--- src/rtl/plane_sample_scheduler_pkg.sv ---
// Shared fixed-point types and scheduler constants for the RANSAC plane pipeline.
package ransac_fixed;

    typedef struct packed {
        logic signed [15:0] x;
        logic signed [15:0] y;
        logic signed [15:0] z;
    } point_t;

    typedef struct packed {
        logic signed [15:0] a;
        logic signed [15:0] b;
        logic signed [15:0] c;
        logic signed [15:0] d;
    } plane_t;

    typedef enum logic [2:0] {
        ST_IDLE, ST_PICK, ST_READ, ST_ISSUE, ST_DRAIN, ST_FINISH
    } state_e;

    localparam logic [31:0] LFSR_TAPS     = 32'h8020_0003;
    localparam logic [31:0] SEED_ZERO_SUB = 32'h0000_0001;

    // Right-shifting Galois step; the all-zero state is never entered.
    function automatic logic [31:0] lfsr_next(input logic [31:0] s);
        return (s >> 1) ^ (s[0] ? LFSR_TAPS : 32'h0);
    endfunction

endpackage

--- src/rtl/plane_sample_scheduler_if.sv ---
// Point-memory, find_plane and result-stream channels of the sample scheduler.
interface plane_sample_scheduler_if #(parameter int index_bits = 10);
    import ransac_fixed::*;

    logic                  mem_rd;
    logic [index_bits-1:0] mem_addr;
    point_t                mem_data;

    point_t                fp_a, fp_b, fp_c;
    logic                  fp_valid, fp_ready;
    plane_t                fp_plane;
    logic                  fp_plane_valid;

    plane_t                plane_out;
    logic                  plane_out_valid, plane_out_ready;
    logic [15:0]           plane_seq;

    modport master (
        output mem_rd, mem_addr, input mem_data,
        output fp_a, fp_b, fp_c, fp_valid, input fp_ready,
        input  fp_plane, fp_plane_valid,
        output plane_out, plane_out_valid, plane_seq, input plane_out_ready
    );

    modport slave (
        input  mem_rd, mem_addr, output mem_data,
        input  fp_a, fp_b, fp_c, fp_valid, output fp_ready,
        output fp_plane, fp_plane_valid,
        input  plane_out, plane_out_valid, plane_seq, output plane_out_ready
    );
endinterface

--- src/rtl/plane_sample_scheduler_fifo.sv ---
// Result buffer for find_plane outputs; power-of-2 depth, head is zero when empty.
module plane_fifo
    import ransac_fixed::*;
#(
    parameter  int depth = 4,
    localparam int AW    = $clog2(depth),
    localparam int CW    = AW + 1
) (
    input  logic          clock,
    input  logic          reset,
    input  logic          push,
    input  plane_t        wr_data,
    input  logic          pop,
    output plane_t        rd_data,
    output logic [CW-1:0] count
);
    plane_t          mem [depth];
    logic [AW-1:0]   wr_ptr, rd_ptr;
    logic            do_pop;

    assign do_pop  = pop && (count != '0);
    assign rd_data = (count != '0) ? mem[rd_ptr] : '0;

    always_ff @(posedge clock or negedge reset) begin
        if (!reset) begin
            wr_ptr <= '0;
            rd_ptr <= '0;
            count  <= '0;
        end else begin
            if (push)   wr_ptr <= wr_ptr + 1'b1;
            if (do_pop) rd_ptr <= rd_ptr + 1'b1;
            count <= count + CW'(push) - CW'(do_pop);
        end
    end

    always_ff @(posedge clock) begin
        if (push) mem[wr_ptr] <= wr_data;
    end
endmodule

--- src/rtl/plane_sample_scheduler.sv ---
// Draws three distinct random point indices per sample, fetches the points and
// feeds find_plane, holding outstanding requests within the result buffer depth.
module plane_sample_scheduler
    import ransac_fixed::*;
#(
    parameter int index_bits = 10,
    parameter int fifo_depth = 4
) (
    input  logic                  clock,
    input  logic                  reset,
    input  logic                  start,
    input  logic [15:0]           iterations,
    input  logic [index_bits:0]   num_points,
    input  logic [31:0]           seed,
    output logic                  busy,
    output logic                  done,
    output logic                  error,
    plane_sample_scheduler_if.master bus
);
    localparam int CW = $clog2(fifo_depth) + 1;

    state_e                     state;
    logic [31:0]                lfsr;
    logic [15:0]                iter_q, issued, seq;
    logic [index_bits:0]        npts_q;
    logic                       few_pts;
    logic [2:0][index_bits-1:0] idx;
    logic [1:0]                 acc_cnt, rd_cnt, rd_sel;
    logic                       rd_vld;
    logic [CW-1:0]              outstanding, fifo_cnt;
    point_t                     a_q, b_q, c_q;
    logic                       fpv_q;
    logic [index_bits-1:0]      cand;
    logic                       cand_ok, xfer, pop, push, short_run;

    assign cand    = lfsr[index_bits-1:0];
    // Later picks must differ from every index already taken in this sample.
    assign cand_ok = ({1'b0, cand} < npts_q)
                  && !((acc_cnt != 2'd0) && (cand == idx[0]))
                  && !((acc_cnt == 2'd2) && (cand == idx[1]));
    assign xfer      = fpv_q && bus.fp_ready;
    assign pop       = bus.plane_out_valid && bus.plane_out_ready;
    assign push      = bus.fp_plane_valid && (state != ST_IDLE);
    assign short_run = (iterations == 16'd0) || (num_points < (index_bits+1)'(3));

    assign busy  = (state != ST_IDLE);
    assign done  = (state == ST_FINISH);
    assign error = done && few_pts;

    assign bus.mem_rd          = (state == ST_READ);
    assign bus.mem_addr        = (state == ST_READ) ? idx[rd_cnt] : '0;
    assign bus.fp_a            = a_q;
    assign bus.fp_b            = b_q;
    assign bus.fp_c            = c_q;
    assign bus.fp_valid        = fpv_q;
    assign bus.plane_out_valid = (fifo_cnt != '0);
    assign bus.plane_seq       = seq;

    plane_fifo #(.depth(fifo_depth)) u_fifo (
        .clock   (clock),
        .reset   (reset),
        .push    (push),
        .wr_data (bus.fp_plane),
        .pop     (pop),
        .rd_data (bus.plane_out),
        .count   (fifo_cnt)
    );

    always_ff @(posedge clock or negedge reset) begin
        if (!reset) begin
            state       <= ST_IDLE;
            lfsr        <= 32'd1;
            iter_q      <= '0;
            issued      <= '0;
            seq         <= '0;
            npts_q      <= '0;
            few_pts     <= 1'b0;
            idx         <= '0;
            acc_cnt     <= '0;
            rd_cnt      <= '0;
            rd_sel      <= '0;
            rd_vld      <= 1'b0;
            outstanding <= '0;
            a_q         <= '0;
            b_q         <= '0;
            c_q         <= '0;
            fpv_q       <= 1'b0;
        end else begin
            rd_vld <= 1'b0;
            // Memory data lands one cycle after each read; the third word arms the request.
            if (rd_vld) begin
                case (rd_sel)
                    2'd0:    a_q <= bus.mem_data;
                    2'd1:    b_q <= bus.mem_data;
                    default: begin
                        c_q   <= bus.mem_data;
                        fpv_q <= 1'b1;
                    end
                endcase
            end
            if (xfer) begin
                fpv_q  <= 1'b0;
                issued <= issued + 16'd1;
            end
            outstanding <= outstanding + CW'(xfer) - CW'(pop);
            if (pop) seq <= seq + 16'd1;

            case (state)
                ST_IDLE: if (start) begin
                    iter_q  <= iterations;
                    npts_q  <= num_points;
                    few_pts <= (num_points < (index_bits+1)'(3));
                    lfsr    <= (seed == 32'd0) ? SEED_ZERO_SUB : seed;
                    issued  <= '0;
                    acc_cnt <= '0;
                    seq     <= '0;
                    state   <= short_run ? ST_FINISH : ST_PICK;
                end
                ST_PICK: begin
                    lfsr <= lfsr_next(lfsr);
                    if (cand_ok) begin
                        idx[acc_cnt] <= cand;
                        if (acc_cnt == 2'd2) begin
                            acc_cnt <= '0;
                            rd_cnt  <= '0;
                            state   <= ST_READ;
                        end else begin
                            acc_cnt <= acc_cnt + 2'd1;
                        end
                    end
                end
                ST_READ: begin
                    rd_vld <= 1'b1;
                    rd_sel <= rd_cnt;
                    if (rd_cnt == 2'd2) state <= ST_ISSUE;
                    else                rd_cnt <= rd_cnt + 2'd1;
                end
                ST_ISSUE: begin
                    // After a transfer, wait here for a free credit before picking again.
                    if (xfer) begin
                        if (issued + 16'd1 == iter_q) state <= ST_DRAIN;
                    end else if (!fpv_q && !rd_vld && (outstanding < CW'(fifo_depth))) begin
                        state <= ST_PICK;
                    end
                end
                ST_DRAIN: if (outstanding == '0 && fifo_cnt == '0) state <= ST_FINISH;
                default:  state <= ST_IDLE;
            endcase
        end
    end
endmodule

--- src/flat_wrapper.sv ---
// flat-port wrapper written by rule: the top's interface ports become plain ports
module plane_sample_scheduler_flat import ransac_fixed::*;
#(
    parameter int index_bits = 10,
    parameter int fifo_depth = 4
)
  (clock, reset, start, iterations, num_points, seed, busy, done, error, bus_mem_rd, bus_mem_addr, bus_mem_data, bus_fp_a, bus_fp_b, bus_fp_c, bus_fp_valid, bus_fp_ready, bus_fp_plane, bus_fp_plane_valid, bus_plane_out, bus_plane_out_valid, bus_plane_seq, bus_plane_out_ready);
  plane_sample_scheduler_if #(.index_bits(index_bits)) bus_i ();
  input  logic clock;
  input  logic reset;
  input  logic start;
  input  logic [15:0] iterations;
  input  logic [index_bits:0] num_points;
  input  logic [31:0] seed;
  output logic busy;
  output logic done;
  output logic error;
  output wire logic [$bits(bus_i.mem_rd)-1:0] bus_mem_rd;
  output wire logic [$bits(bus_i.mem_addr)-1:0] bus_mem_addr;
  input wire logic [$bits(bus_i.mem_data)-1:0] bus_mem_data;
  output wire logic [$bits(bus_i.fp_a)-1:0] bus_fp_a;
  output wire logic [$bits(bus_i.fp_b)-1:0] bus_fp_b;
  output wire logic [$bits(bus_i.fp_c)-1:0] bus_fp_c;
  output wire logic [$bits(bus_i.fp_valid)-1:0] bus_fp_valid;
  input wire logic [$bits(bus_i.fp_ready)-1:0] bus_fp_ready;
  input wire logic [$bits(bus_i.fp_plane)-1:0] bus_fp_plane;
  input wire logic [$bits(bus_i.fp_plane_valid)-1:0] bus_fp_plane_valid;
  output wire logic [$bits(bus_i.plane_out)-1:0] bus_plane_out;
  output wire logic [$bits(bus_i.plane_out_valid)-1:0] bus_plane_out_valid;
  output wire logic [$bits(bus_i.plane_seq)-1:0] bus_plane_seq;
  input wire logic [$bits(bus_i.plane_out_ready)-1:0] bus_plane_out_ready;
  assign bus_mem_rd = bus_i.mem_rd;
  assign bus_mem_addr = bus_i.mem_addr;
  assign bus_i.mem_data = bus_mem_data;
  assign bus_fp_a = bus_i.fp_a;
  assign bus_fp_b = bus_i.fp_b;
  assign bus_fp_c = bus_i.fp_c;
  assign bus_fp_valid = bus_i.fp_valid;
  assign bus_i.fp_ready = bus_fp_ready;
  assign bus_i.fp_plane = bus_fp_plane;
  assign bus_i.fp_plane_valid = bus_fp_plane_valid;
  assign bus_plane_out = bus_i.plane_out;
  assign bus_plane_out_valid = bus_i.plane_out_valid;
  assign bus_plane_seq = bus_i.plane_seq;
  assign bus_i.plane_out_ready = bus_plane_out_ready;
  plane_sample_scheduler #(.index_bits(index_bits), .fifo_depth(fifo_depth)) u_core (.clock(clock), .reset(reset), .start(start), .iterations(iterations), .num_points(num_points), .seed(seed), .busy(busy), .done(done), .error(error), .bus(bus_i));
endmodule
--- config.mk ---
export PLATFORM = sky130hd
export DESIGN_NAME = plane_sample_scheduler_flat
export DESIGN_NICKNAME = d
export VERILOG_FILES = /design/src/rtl/plane_sample_scheduler_pkg.sv /design/src/rtl/plane_sample_scheduler_if.sv /design/src/rtl/plane_sample_scheduler_fifo.sv /design/src/rtl/plane_sample_scheduler.sv /design/src/flat_wrapper.sv
export SDC_FILE = /design/constraint.sdc
export NUM_CORES = 1
export LEC_CHECK = 0
export BUFFER_PORTS_ARGS = -buffer_cell sky130_fd_sc_hd__buf_2
export CAP_MARGIN = 20
export CORE_MARGIN = 2
export CORE_UTILIZATION = 45
export DETAILED_ROUTE_END_ITERATION = 16
export GPL_ROUTABILITY_DRIVEN = 0
export PLACE_DENSITY = 0.79
export SLEW_MARGIN = 10
export SYNTH_ARGS = -nofsm -noshare
export SYNTH_HDL_FRONTEND = slang
export SYNTH_SLANG_ARGS = --single-unit
--- constraint.sdc ---
create_clock -name clock -period 3.6 [get_ports clock]
set_input_delay 0.54 -clock clock [delete_from_list [all_inputs] [get_ports clock]]
set_output_delay 0.54 -clock clock [all_outputs]
set_load 0.02 [all_outputs]
==> results of run 1 <==
==> stage by stage <==
step | util, % | area (um2)
after floorplan | - | 22500
after global placement | 51.5 | 25300
after detailed placement | 51.5 | 25300
after CTS | 55.6 | 27300
after global routing | 55.6 | 27300
final | 55.6 | 27300
==> final timing paths <==
kind                                        to                     from
max                          bus_plane_out[41]  u_core.u_fifo.rd_ptr[0]
min                           u_core.iter_q[9]            iterations[9]
max reg2reg                      u_core.idx[5]           u_core.lfsr[8]
min reg2reg                    u_core.lfsr[11]          u_core.lfsr[11]
max in group asynchronous   u_core.bus.fp_b[5]                    reset
min in group asynchronous  u_core.bus.fp_a[34]                    reset
==> cell usage after synthesis, types with 3 or more instances <==
library cell,n,area [um2]
dfrtp_1,286,7160
edfxtp_1,256,7690
mux2_2,169,1900
nand2_1,158,593
and2_1,69,432
mux4_2,64,1440
nor2_1,64,240
clkbuf_1,62,233
xor2_1,42,368
xnor2_1,31,272
a21oi_1,30,150
a22oi_1,30,225
inv_1,26,97.6
o21ai_0,24,120
nor4_1,21,131
ha_1,20,250
nand3_1,16,80.1
buf_1,15,56.3
nor3_1,12,60.1
mux2i_1,11,110
or3_1,11,68.8
nand4_1,8,50.1
buf_2,7,35.0
and3_1,6,37.5
mux2_1,5,56.3
a31oi_1,4,25.0
and4_1,4,35.0
a211oi_1,3,22.5
a21o_1,3,22.5
and3b_1,3,26.3
nand2b_1,3,18.8
nand3b_1,3,22.5
o22ai_1,3,18.8
==> timing repair <==
item                                    4_1_cts  5_1_grt
buffers inserted                              0        0
hold buffers                                  1        0
endpoints found under the setup margin        0        0
resized for setup                             0        0
endpoints found under the hold margin        86        0
==> cell families (layout without fill, tap and decap cells) <==
| logic type | Yosys count | in the layout |
|---|---|---|
| xor+xnor | 74 | 74 |
| compound gates | 108 | 108 |
| fa+ha+maj | 23 | 23 |
| mux | 249 | 249 |
| flops | 543 | 543 |
| other cells | 0 | 6 |
| simple gates | 398 | 398 |
| buf+inv | 112 | 566 |
==> per-layer routing <==
metal  share of wire (%)  vias to the layer above
li1                    -                     6315
met4                 2.6                       10
met5                0.10                        -
met3                 7.9                      101
met1                  41                     7090
met2                  49                      504
==> layout make-up <==
class | instances | area [um2]
Fill cell | 3876 | 21800
Sequential cell | 543 | 14900
Multi-Input combinational cell | 852 | 7220
Timing Repair Buffer | 437 | 2300
Clock buffer | 69 | 1500
Tap cell | 664 | 831
Clock inverter | 33 | 483
Inverter | 27 | 101
Antenna cell | 6 | 15.0
==> where the power goes <==
group          total [W]  switching, W  internal (W)
clock network    0.00614       0.00244       0.00370
registers        0.00980       0.00125       0.00855
logic            0.00949       0.00554       0.00395
==> registers in the layout, summed over array words and instances, names as in the netlist, 2 cells and up <==
name / count
u_core.bus.plane_seq: 16
u_core.rd_cnt: 2
u_core.bus.fp_c: 48
u_core.npts_q: 11
u_core.acc_cnt: 2
u_core.u_fifo.wr_ptr: 2
u_core.bus.fp_a: 48
u_core.idx: 30
u_core.u_fifo.count: 3
u_core.rd_sel: 2
u_core.iter_q: 16
u_core.state: 3
u_core.bus.fp_b: 48
u_core.u_fifo.mem: 256
u_core.outstanding: 3
u_core.u_fifo.rd_ptr: 2
u_core.issued: 16
u_core.lfsr: 32
==> worst max-delay path, cell delays in order (launching register included) <==
cell and delay (ns):
dfrtp_4 0.68, buf_4 0.46, mux4_2 0.59, and2_1 0.18
buf_2 0.15
==> metrics list, run 1 <==
- The flow ran to the end, and the final reports show no timing, DRC or antenna violations.
- Across all setup checks in the final design, the least slack found is 0.403 ns.
- Leakage dissipation: 11.4 nW
- Entering global routing, the biggest net connects 91 pins.
- The portion of synthesized area spent on multiplexers is 15.6%.
* Antenna violations before repair: 11
- Synthesized-area fraction occupied by ao, oa, aoi and oai cells: 3.09%
- Dividing total power by cell area gives a power density of 930 nW/um2.
- Proportion of layout cells with a drive suffix above 1: 40.0%
- In the final routed layout, each cell accounts on average for 20.0 um.
- Met1 Resource Use GR: 25.5%
* Type of the worst min-delay path: input port to flip-flop
* Largest family of logic cells by synthesized area: multiplexers
- Once detailed placement completed, the half-perimeter wirelength came to 35300 um.
- The finished layout holds 2631 standard cells, fillers aside.
* Post-Synthesis Cell Area: 22500 um2
- Required time of the critical path: 3.06 ns
- The number of endpoints with negative hold slack in the final report is 0.
* Type of the worst setup path: flip-flop to output port
* GR Overflow Total: 0
* Core ar.: 49200 um2
* M3 GR Usage: 6.17%
* Clock insertion delay at the later pin of the skew report: 0.60 ns
- The share of the Yosys chip area taken by registers is 66.1%.
- CTS Buf Count: 56
- Max-capacitance violation count: 0
- Overall power of the completed layout: 0.0254 W
- Final ANT Viol Nets: 0
* Post-detailed-route via-to-cell ratio: 5.33
* Count of flip-flops with a built-in enable after synthesis: 256
- Max Clock Freq: 0.313 GHz
* DIE HEIGHT: 228 um
- The synthesized design contains 543 register bits.
- Summing the areas of all fa, ha and maj instances in the mapped netlist gives 1.34% of the synthesized area.
- Total Negative Setup Slacks: 0 ns
- Relative to the synthesized area, the layout overhead comes to 21.6%.
* Wire length reported by the detailed router: 52600 um
- Cells after Synth: 1507
* Unrepaired setup endpoints after global routing: false
- Setup slack, reg-to-reg: 0.82 ns
- Clock transition at the registers of the reported paths: 0.07 ns
- After detailed routing, the number of remaining DRC violations is 0.
- Least-Margin Pin Slew: 1.05 ns
* GR Util All Layers: 20.1%
- STA classifies the critical path startpoint as a flip-flop.
* Global routing usage on met2: 33.5%
- Of all nets on the critical path, the largest fanout is 21.
- Post-Place Cells: 2522
* Worst rel slew slack: 30.1%
- Number of clock sinks: 543
- Count of final setup violators: 0
- CTS tree: done
- Category of the worst setup path capture point: output port
- Clock tree skew after final layout: 0.0207 ns
* Leading cell types in the layout, fill and taps excluded: buf_2 (415), dfrtp_1 (284), edfxtp_1 (256)
* Initial core utilization: 45.7%
- Die span in x: 228 um
* Per-instance average area after synthesis: 14.9 um2
- In this run the clock root is driven by a clkbuf_16.
- Min Hold Slack: 0.149 ns
* Input/output buffers: 416
- Count of final max-slew check failures: 0
- The worst hold path passes through 3 cells.
* Via count of the first global-routing pass: 14400
- Xor and xnor area share after synthesis: 2.94%
- In this run the core area contains 81 standard-cell rows.
- Cell count of the worst reg-to-reg path: 8
- When the netlist entered floorplanning its net count stood at 1706.
* Most common library cell in the layout ignoring fill and taps: buf_2
- Top_reg_cell synth: dfrtp_1
* Share of synthesized flip-flops with an asynchronous set or reset: 52.9%
- The smallest clock period supported by the final layout is computed as 3.20 ns.
* Maximum resistive drop on vdd: 0.664 mV
- Placement-stage worst setup slack: 0.869 ns
* Die area: 51800 um2
* First-pass GRT wire length: 80700 um
- The first detailed-routing pass ran for 5 iterations.
- Ratio of final minimum period to clock period: 88.8%
- met2 is the most crowded layer.
* Yosys warnings: 0
* Post-synthesis share of cell area spent on and, or, nand and nor gates: 8.94%
- For this block, the via count after detailed routing is 14000.
- No sink is reached through more buffers than the 3 on the longest clock path.
* Number of levels the H-tree was split into: 2
- Count of unique library cells instantiated by Yosys: 67
* Starting DRT DRC Count: 888
- Arrival time worst endpoint: 2.66 ns
* Net count of the finished layout: 2116
- 417 I/O pins were placed.
Note: power is estimated with default switching activity, not from simulation.
==> run 2, diff against run 1 <==
- HOLD_SLACK_MARGIN: default -> 0.1
- PLACE_DENSITY: 0.79 -> 0.81
- clock period: 3.6 -> 2.85 ns (I/O delays scaled with it)
==> run 2 against run 1 <==
  * Sequential share of layout area down 3.4 points
  * Sequential power up 27%
  * Cell count up 7.3%
  * Critical path type unchanged
  * Largest cell class unchanged
  * Largest power group is now combinational cells
==> metrics list, run 2 (same netlist as run 1, synthesis figures left out) <==
* Type of the worst min-delay path: input port to flip-flop
- Most common library cell in the layout ignoring fill and taps: buf_2
- DP Wirelength: 36500 um
- Cell chosen for the clock root: clkbuf_16
- The routed layout has 15500 vias.
* PD cells: 1130 nW/um2
* TritonRoute pass-1 iters: 5
* Maximum resistive drop on vdd: 0.916 mV
- The filler cells instantiated in the layout total 3531.
- Data arrives at the worst endpoint at 2.32 ns.
* Timing endpoint of the critical path: bus_mem_addr[2]
- Cell Rows: 81
- DIE HEIGHT: 228 um
- Final number of hold-violating endpoints: 0
- STA classifies the critical path endpoint as an output port.
- For the worst setup path, the data required time is 2.42 ns.
- Post-route setup slack: 0.101 ns
- The detailed router finished its first iteration with 1022 violations.
- The flow ran to the end, and the final reports show no timing, DRC or antenna violations.
- The multi-input combinational cells in the finished layout cover a total of 7210 um2.
* Total Negative Setup Slacks: 0 ns
- Timing would allow up to 0.364 GHz.
* Portion of total power attributed to sequential cells: 37.6%
* Count of final max-slew check failures: 0
* Setup crit start: u_core.rd_cnt[1]
* Net count of the finished layout: 2309
- Internal power comes to 0.0207 W.
- Dividing the final minimum period by the clock period gives 96.4%.
- Layout overhead on the synthesized area: 29.8%
* Fraction of power consumed by the clock network: 23.1%
- The first global-routing pass estimated 93000 um of wire.
* Max reg flops: 256
- Worst R2R End: u_core.idx[2]
* Final ANT Viol Nets: 0
- Core ar.: 49200 um2
- 417 I/O pins were placed.
* Via count of the first global-routing pass: 16500
* Comb pwr share: 39.3%
* Worst rel slew slack: 32.6%
- Die area: 51800 um2
- Clock tree skew after final layout: 0.0276 ns
- Crit Path Max Fanout: 9
- Timing analysis after detailed placement gives a worst setup slack of 0.162 ns.
- Dividing the detail-routed wire length by the instance count gives 21.6 um.
* CTS Buf Count: 56
- Clock transition at the registers of the reported paths: 0.06 ns
* Overall power of the completed layout: 0.0329 W
- Leading cell types in the layout, fill and taps excluded: buf_2 (415), dfrtp_1 (284), edfxtp_1 (256)
* Wire length reported by the detailed router: 61000 um
* Post-detailed-route via-to-cell ratio: 5.48
- The worst register-to-register path has a depth of 9.
* Unrepaired setup endpoints after global routing: false
* Worst reg2reg path startpoint: u_core.lfsr[8]
- Once layout is done, the placed cells without fillers occupy 29200 um2.
- Die span in x: 228 um
- Summed over all cells, the static leakage comes to 12.3 nW.
- Of the cells placed in the final design, the portion with a size suffix greater than 1 is 37.5%.
* Largest net degree at the start of global routing: 79
- Across every metal layer, demand over resource in global routing totals 23.5%.
- Initial core utilization: 45.7%
* Number of levels the H-tree was split into: 2
- Total placed instance area: 25500 um2
- Number of clock sinks: 543
- For the worst-skew pair, the clock arrives at the later sink with an insertion delay of 0.60 ns.
* CTS tree: done
* Antenna violations before repair: 3
- GR Overflow Total: 0
- u_core.u_fifo.mem holds more flip-flops than any other register.
* Setup slack, reg-to-reg: 0.20 ns
- STA classifies the critical path startpoint as a flip-flop.
- Count of final setup violators: 0
* Switch Pwr: 0.0122 W
* Worst hold path depth: 2
* Least-Margin Pin Slew: 1.01 ns
* Max-capacitance violation count: 0
- Clock Path Buffers: 3
* Register area: 14900 um2
- Util after Layout: 59.4%
- Number of remaining DRC errors: 0
* Switching share of power: 37.2%
* Type of the worst setup path: flip-flop to output port
- Min Clock Period, post-route: 2.75 ns
* Input/output buffers: 416
==> run 2: power by group through the flow <==
stage / Clock [W] / Combinational, W / Sequential [W]
CTS: 0.00771 / 0.0127 / 0.0123
global route: 0.00805 / 0.0139 / 0.0126
finish: 0.00760 / 0.0129 / 0.0124
detailed placement: 0 / 0.0123 / 0.0124
global placement: 0 / 0.0120 / 0.0123
floorplan: 0 / 0.00706 / 0.0132
==> run 2: worst min-delay path by stage <==
stage          slack, ns        startpoint                   to
2_1_floorplan       0.13             reset    u_core.acc_cnt[0]
3_3_place_gp        0.43             reset  u_core.bus.fp_c[15]
3_5_place_dp        0.43             reset  u_core.bus.fp_c[31]
4_1_cts             0.10  bus_mem_data[34]  u_core.bus.fp_a[34]
5_1_grt             0.10  bus_mem_data[31]  u_core.bus.fp_b[31]
6_report            0.14  bus_mem_data[31]  u_core.bus.fp_b[31]
==> run 2: stage by stage <==
stage | std cells | hold WS [ns]
final | 2823 | 0.139
after global routing | 2823 | 0.104
after CTS | 2821 | 0.101
after detailed placement | 2544 | 0.432
after global placement | 2544 | 0.428
after floorplan | 1507 | 0.132
==> run 2: repair_timing <==
| action | in CTS | in global routing |
|---|---|---|
| buffers inserted | 5 | 0 |
| pin swaps | 0 | 0 |
| resized for setup | 0 | 1 |
| hold buffers | 167 | 0 |
| endpoints found under the hold margin | 511 | 0 |
| setup endpoints to repair | 45 | 7 |
==> run 2: per-layer routing <==
layer	wire length [um]	share of wire, %	global-route usage (%)
met1	22900	38	28.2
met2	30200	50	40.2
met3	5140	8.4	6.13
met4	2640	4.3	9.99
met5	13	0.021	0
==> run 2: final cells by class <==
class | count | area share [%]
Antenna cell | 2 | 0.0172
Timing Repair Buffer | 630 | 14.5
Multi-Input combinational cell | 852 | 24.7
Clock buffer | 77 | 5.39
Inverter | 27 | 0.347
Tap cell | 664 | 2.85
Clock inverter | 28 | 1.21
Sequential cell | 543 | 51.0
==> run 2: critical path, stage by stage, from the launching register on <==
cell and delay, ns:
dfrtp_1 0.61, buf_4 0.27, mux2i_1 0.21, nor2_1 0.06
a21oi_1 0.31, nor2_1 0.08, buf_2 0.18
